`src/rtl/imm_extend_pipe.sv`:
```
// -----------------------------------------------------------------------------
// imm_extend_pipe
// Pipelined immediate-extension unit placed between decode and the ID/EX
// register. It widens an IN_W-bit immediate to OUT_W bits in one of four modes
// (sign, zero, upper, branch = sign-extend then shift left 2). Each result
// carries an opaque tag. A one-entry skid buffer absorbs downstream
// back-pressure, so in_ready never depends combinationally on out_ready.
//
// Ports:
//   Clk        - clock, rising edge
//   Reset      - synchronous, active-high reset
//   in_valid   - upstream offers in_imm / in_mode / in_tag
//   in_ready   - unit can accept this cycle (registered)
//   in_imm     - IN_W-bit immediate
//   in_mode    - 00 sign, 01 zero, 10 upper, 11 branch
//   in_tag     - TAG_W-bit tag returned with the result
//   out_valid  - out_data / out_tag / out_mode hold a valid result
//   out_ready  - downstream accepts this cycle
//   out_data   - OUT_W-bit extended value
//   out_tag    - tag of the result in out_data
//   out_mode   - mode used for the result in out_data
// -----------------------------------------------------------------------------
module imm_extend_pipe #(
  parameter int unsigned IN_W  = 16,
  parameter int unsigned OUT_W = 32,
  parameter int unsigned TAG_W = 5
) (
  input  logic             Clk,
  input  logic             Reset,
  input  logic             in_valid,
  output logic             in_ready,
  input  logic [IN_W-1:0]  in_imm,
  input  logic [1:0]       in_mode,
  input  logic [TAG_W-1:0] in_tag,
  output logic             out_valid,
  input  logic             out_ready,
  output logic [OUT_W-1:0] out_data,
  output logic [TAG_W-1:0] out_tag,
  output logic [1:0]       out_mode
);

  localparam int unsigned P = OUT_W - IN_W;

  // Extension arithmetic for all four modes.
  function automatic logic [OUT_W-1:0] extend_imm(input logic [IN_W-1:0] imm,
                                                  input logic [1:0]      mode);
    logic [OUT_W-1:0] sext_v;
    sext_v = {{P{imm[IN_W-1]}}, imm};
    case (mode)
      2'b00:   extend_imm = sext_v;
      2'b01:   extend_imm = {{P{1'b0}}, imm};
      2'b10:   extend_imm = {imm, {P{1'b0}}};
      // OUT_W >= IN_W+2 guarantees the two bits dropped here are sign copies.
      2'b11:   extend_imm = {sext_v[OUT_W-3:0], 2'b00};
      default: extend_imm = sext_v;
    endcase
  endfunction

  // Main (output) register.
  logic             r_out_valid;
  logic [OUT_W-1:0] r_out_data;
  logic [TAG_W-1:0] r_out_tag;
  logic [1:0]       r_out_mode;
  // Skid register.
  logic             r_skid_valid;
  logic [OUT_W-1:0] r_skid_data;
  logic [TAG_W-1:0] r_skid_tag;
  logic [1:0]       r_skid_mode;
  // in_ready kept as its own flop, equal to !skid_valid.
  logic             r_in_ready;

  logic             w_accept;
  logic             w_drain;
  logic             w_main_load;
  logic [OUT_W-1:0] w_in_ext;

  logic             w_out_valid_nxt;
  logic [OUT_W-1:0] w_out_data_nxt;
  logic [TAG_W-1:0] w_out_tag_nxt;
  logic [1:0]       w_out_mode_nxt;
  logic             w_skid_valid_nxt;
  logic [OUT_W-1:0] w_skid_data_nxt;
  logic [TAG_W-1:0] w_skid_tag_nxt;
  logic [1:0]       w_skid_mode_nxt;

  assign w_accept    = in_valid & r_in_ready;
  assign w_drain     = r_out_valid & out_ready;
  assign w_main_load = ~r_out_valid | w_drain;
  assign w_in_ext    = extend_imm(in_imm, in_mode);

  // Next-state of main and skid registers from the handshake.
  always_comb begin
    w_out_valid_nxt  = r_out_valid;
    w_out_data_nxt   = r_out_data;
    w_out_tag_nxt    = r_out_tag;
    w_out_mode_nxt   = r_out_mode;
    w_skid_valid_nxt = r_skid_valid;
    w_skid_data_nxt  = r_skid_data;
    w_skid_tag_nxt   = r_skid_tag;
    w_skid_mode_nxt  = r_skid_mode;

    if (w_main_load) begin
      if (r_skid_valid) begin
        // Older skid entry goes first to keep acceptance order.
        w_out_valid_nxt  = 1'b1;
        w_out_data_nxt   = r_skid_data;
        w_out_tag_nxt    = r_skid_tag;
        w_out_mode_nxt   = r_skid_mode;
        w_skid_valid_nxt = 1'b0;
      end else if (w_accept) begin
        w_out_valid_nxt  = 1'b1;
        w_out_data_nxt   = w_in_ext;
        w_out_tag_nxt    = in_tag;
        w_out_mode_nxt   = in_mode;
      end else begin
        w_out_valid_nxt  = 1'b0;
      end
    end else begin
      w_out_valid_nxt = r_out_valid;
    end

    // Input accepted but main cannot take it: park it in skid.
    if (w_accept && (!w_main_load || r_skid_valid)) begin
      w_skid_valid_nxt = 1'b1;
      w_skid_data_nxt  = w_in_ext;
      w_skid_tag_nxt   = in_tag;
      w_skid_mode_nxt  = in_mode;
    end else begin
      w_skid_data_nxt  = r_skid_data;
    end
  end

  // State registers with synchronous reset.
  always_ff @(posedge Clk) begin
    if (Reset) begin
      r_out_valid  <= 1'b0;
      r_out_data   <= '0;
      r_out_tag    <= '0;
      r_out_mode   <= 2'b00;
      r_skid_valid <= 1'b0;
      r_skid_data  <= '0;
      r_skid_tag   <= '0;
      r_skid_mode  <= 2'b00;
      r_in_ready   <= 1'b1;
    end else begin
      r_out_valid  <= w_out_valid_nxt;
      r_out_data   <= w_out_data_nxt;
      r_out_tag    <= w_out_tag_nxt;
      r_out_mode   <= w_out_mode_nxt;
      r_skid_valid <= w_skid_valid_nxt;
      r_skid_data  <= w_skid_data_nxt;
      r_skid_tag   <= w_skid_tag_nxt;
      r_skid_mode  <= w_skid_mode_nxt;
      r_in_ready   <= ~w_skid_valid_nxt;
    end
  end

  assign in_ready  = r_in_ready;
  assign out_valid = r_out_valid;
  assign out_data  = r_out_data;
  assign out_tag   = r_out_tag;
  assign out_mode  = r_out_mode;

endmodule
```
`config.mk`:
```
export PLATFORM = sky130hd
export DESIGN_NAME = imm_extend_pipe
export DESIGN_NICKNAME = d
export VERILOG_FILES = /design/src/rtl/imm_extend_pipe.sv
export SDC_FILE = /design/constraint.sdc
export NUM_CORES = 1
export LEC_CHECK = 0
export BUFFER_PORTS_ARGS = -buffer_cell sky130_fd_sc_hd__buf_4
export CAP_MARGIN = 25
export CORE_UTILIZATION = 45
export DETAILED_ROUTE_END_ITERATION = 10
export PLACE_DENSITY_LB_ADDON = 0.12
export SLEW_MARGIN = 20
export SYNTH_ARGS = -nofsm -noshare
export SYNTH_HDL_FRONTEND = slang
export SYNTH_SLANG_ARGS = --single-unit
```
`constraint.sdc`:
```
create_clock -name Clk -period 1.6 [get_ports Clk]
set_input_delay 0.32 -clock Clk [delete_from_list [all_inputs] [get_ports Clk]]
set_output_delay 0.32 -clock Clk [all_outputs]
set_load 0.005 [all_outputs]
```
==> metrics.yaml <==
critical_path:
  crit_slowest_cell: "a21o_1"
  path_cells: "buf_4, nand2b_1, a21o_1, nor2_1, a211oi_2"
  cp.buffers_inverters: 1
  crit_path_end_kind: "flop"
  ff2ff_path_depth: 5
  critPathArrivalTime_ns: 1.74
  rrSetupSlack_ns: 0.13
  path_class: "reg2reg"
  slowest_delay_ns: 0.47
  critPathMaxFanout: 13
  critPathRequiredTime_ns: 1.87
  crit_family: "compound AO/OA/AOI/OAI gates"
  startpoint_type: "flop"
  rr_endpoint: "r_skid_data[16]"
  reg2reg_from: "out_valid"
yosys:
  synthTopCellsByArea: "dfxtp_1, a211oi_1, a21oi_1"
  synth_cells: 402
  syn_nets: 429
  synth_top_cell_by_area: "dfxtp_1"
  ys_ff_latch: 81
  avgSynthCellArea_um2: 8.920
  ys_warn_count: 0
  seq_area_frac_synth_pct: 45.22
  syn_area_um2: 3586
  synth.distinct_cells: 33
  yosysTopAreaCellShare_pct: 45.22
clock_network:
  clk_pin_slew_ns: 0.08
  htree_levels: 3
  postCtsHoldBufs: 0
  numClockSinks: 81
  cts_tree: "done"
  clk_path_buf_depth: 2
  numCtsBuffers: 9
  clock_latency_ns: 0.35
  cts_root_buf: "clkbuf_8"
sta:
  min_period_ns: 1.474
  fin_crit_sh_pct: 92.14
  skew_ns: 0.007915
  setup_viol: 0
  fin_tns_setup_ns: 0
  maxSlewHeadroom_pct: 59.63
  drv_slew: 0
  rsz0062_at_grt: "false"
  fin_ws_ns: 0.1258
  fin_hold_ws_ns: 0.2211
  tightest_slew_ns: 0.6048
  fmax_ghz: 0.6783
  hold_viol: 0
layout:
  n_antenna_cell: 0
  multi_input_area_um2: 1789
  seqCellArea_um2: 1623
  drive_gt1_share_pct: 26.87
  fin_nets: 491
  final_cell_area_um2: 4433
  nFillCells: 731
  syn_to_final_growth_pct: 23.62
pwr:
  p_sw_share_pct: 26.54
  p_switching_w: 0.001167
  power_w: 0.004399
  pwr-share-seq_pct: 50.2
  p_per_area_nw_per_um2: 992.3
  p_int_w: 0.003232
  p_leak_nw: 1.714
  vdd_ir_drop_max_mv: 0.5690
  clkPwrFrac_pct: 33.0
  p_comb_share_pct: 16.8
worst_hold_path:
  hold_depth: 3
  hold_path_end: "r_skid_tag[2]"
  hold_class: "in2reg"
  worstHoldStart: "in_tag[2]"
floorplan:
  initial_core_util_pct: 46.41
  row_count: 32
  core_um2: 7727
  design.die.area_um2: 8329
  die_w_um: 91.27
  ioPinCount: 68
  fp.dieH_um: 91.27
route:
  viasPerCell: 5.338
  drc: 0
  drtPass1Iterations: 4
  ant_nets: 0
  num_vias: 3048
  wire_per_inst_um: 14.87
  drt_iter0_drc: 187
  wirelength_um: 8490
status:
  status: "finished, final reports clean"
grt:
  antenna_found_initial: 0
  grt_pass1_vias: 2787
  grt_overflow_total: 0
  grt_usage_pct: 21.28
  grt_max_degree: 37
  grt_pass1_wl_um: 13990
placed_design:
  pre_cts_slack_ns: -0.1378
  hpwlAfterDp_um: 5796
  io_buffer_count: 67
  gp_congestion: 0.7401
  place_area_um2: 4218
run:
  max_cap_violations: 0
==> routing by layer <==
layer,up-vias,global-route usage (%),share of wire [%]
met5,-,0,0
met4,0,8.598,1.7
met3,14,3.350,3.8
met2,63,34.41,49
met1,1418,28.30,46
li1,1553,-,-
==> flip-flops by register name, indices dropped and copies added (netlist names), 2 cells and up <==
name / flops
out_data: 32
r_skid_data: 32
out_tag: 5
r_skid_tag: 5
out_mode: 2
r_skid_mode: 2
==> area by class of cell <==
class / count / share of cell area (%)
Tap cell: 102 / 2.879
Multi-Input combinational cell: 283 / 40.36
Timing Repair Buffer: 86 / 15.66
Inverter: 3 / 0.2540
Sequential cell: 81 / 36.61
Clock buffer: 11 / 2.964
Clock inverter: 5 / 1.270
==> kinds of logic after synthesis <==
family | synth area share, %
buf+inv | 5.548
simple gates | 17.41
compound gates | 25.16
mux | 6.664
flops | 45.22
==> metrics by stage <==
step / cells / util (%)
2_1_floorplan: 402 / -
3_3_place_gp: 552 / 54.39
3_5_place_dp: 553 / 54.58
4_1_cts: 570 / 57.21
5_1_grt: 571 / 57.37
6_report: 571 / 57.37
==> power groups by stage <==
stage	Combinational, W	Sequential (W)	Clock [W]
2_1_floorplan	0.000428	0.00225	0
3_5_place_dp	0.000733	0.00226	0
5_1_grt	0.000817	0.00223	0.00156
4_1_cts	0.000742	0.00221	0.00149
3_3_place_gp	0.000719	0.00225	0
6_report	0.000738	0.00221	0.00145
==> how the worst max path moves through the flow <==
stage / end / slack (ns) / from / depth (start not counted)
2_1_floorplan: out_data[21] / 0.14 / in_mode[0] / 5
3_3_place_gp: out_data[19] / -0.26 / out_ready / 4
3_5_place_dp: out_data[4] / -0.14 / out_ready / 6
4_1_cts: out_mode[1] / -0.006 / out_valid / 6
5_1_grt: r_skid_data[16] / 0.003 / out_valid / 5
6_report: r_skid_data[16] / 0.13 / out_valid / 5
==> synthesized netlist by cell type <==
cell and count:
a22o_1 14, nand2_1 48, inv_1 2, a21oi_1 42, nor2_2 1, and2b_1 1, buf_6 2, buf_2 15
clkbuf_1 12, mux2_2 15, inv_2 1, a211oi_1 38, o211ai_1 1, o21ai_0 15, nand2b_1 17, mux2i_1 7
nor2_4 1, a21oi_2 2, buf_1 2, nand3b_1 2, nor3b_1 2, nor3b_4 1, nor2b_1 14, a311oi_1 1
a32o_1 14, a211oi_2 1, and2_4 1, dfxtp_1 81, a21o_1 3, buf_4 5, nand3_1 1, nor3_4 1
nor2_1 39
==> what timing repair did <==
| item | in CTS | in global routing |
|---|---|---|
| endpoints found under the setup margin | 18 | 11 |
| cloned | 1 | 0 |
| resized for setup | 2 | 1 |
| pin swaps | 1 | 1 |
| setup buffers | 0 | 1 |
==> placed cells by master, fill, tap and decap left out <==
cell type and instances:
buf_4 81, dfxtp_1 80, nand2_1 48, a21oi_1 42, nor2_1 39, a211oi_1 38, nand2b_1 17, o21ai_0 15
mux2_2 15, nor2b_1 14, a22o_1 14, a32o_1 14, clkbuf_8 9, mux2i_1 7, nor2_4 3, a21o_1 3
buf_12 3, nor3b_1 2, inv_1 2, nand3b_1 2, clkinv_2 2, clkbuf_1 2, and2b_1 1, a21oi_2 1
nor3_4 1, and2_4 1, inv_2 1, a21oi_4 1, nor3b_4 1, a211oi_2 1, a311oi_1 1, nand3_1 1
o211ai_1 1, bufinv_16 1, clkinv_4 1, clkinvlp_4 1, buf_8 1, buf_6 1, dfxtp_2 1
==> worst reg2reg max path, stage by stage, from the launching register on <==
cell and delay, ns:
dfxtp_1 0.31, buf_4 0.12, nand2b_1 0.17, a21o_1 0.47, nor2_1 0.12, a211oi_2 0.20
Note: power is estimated with default switching activity, not from simulation.
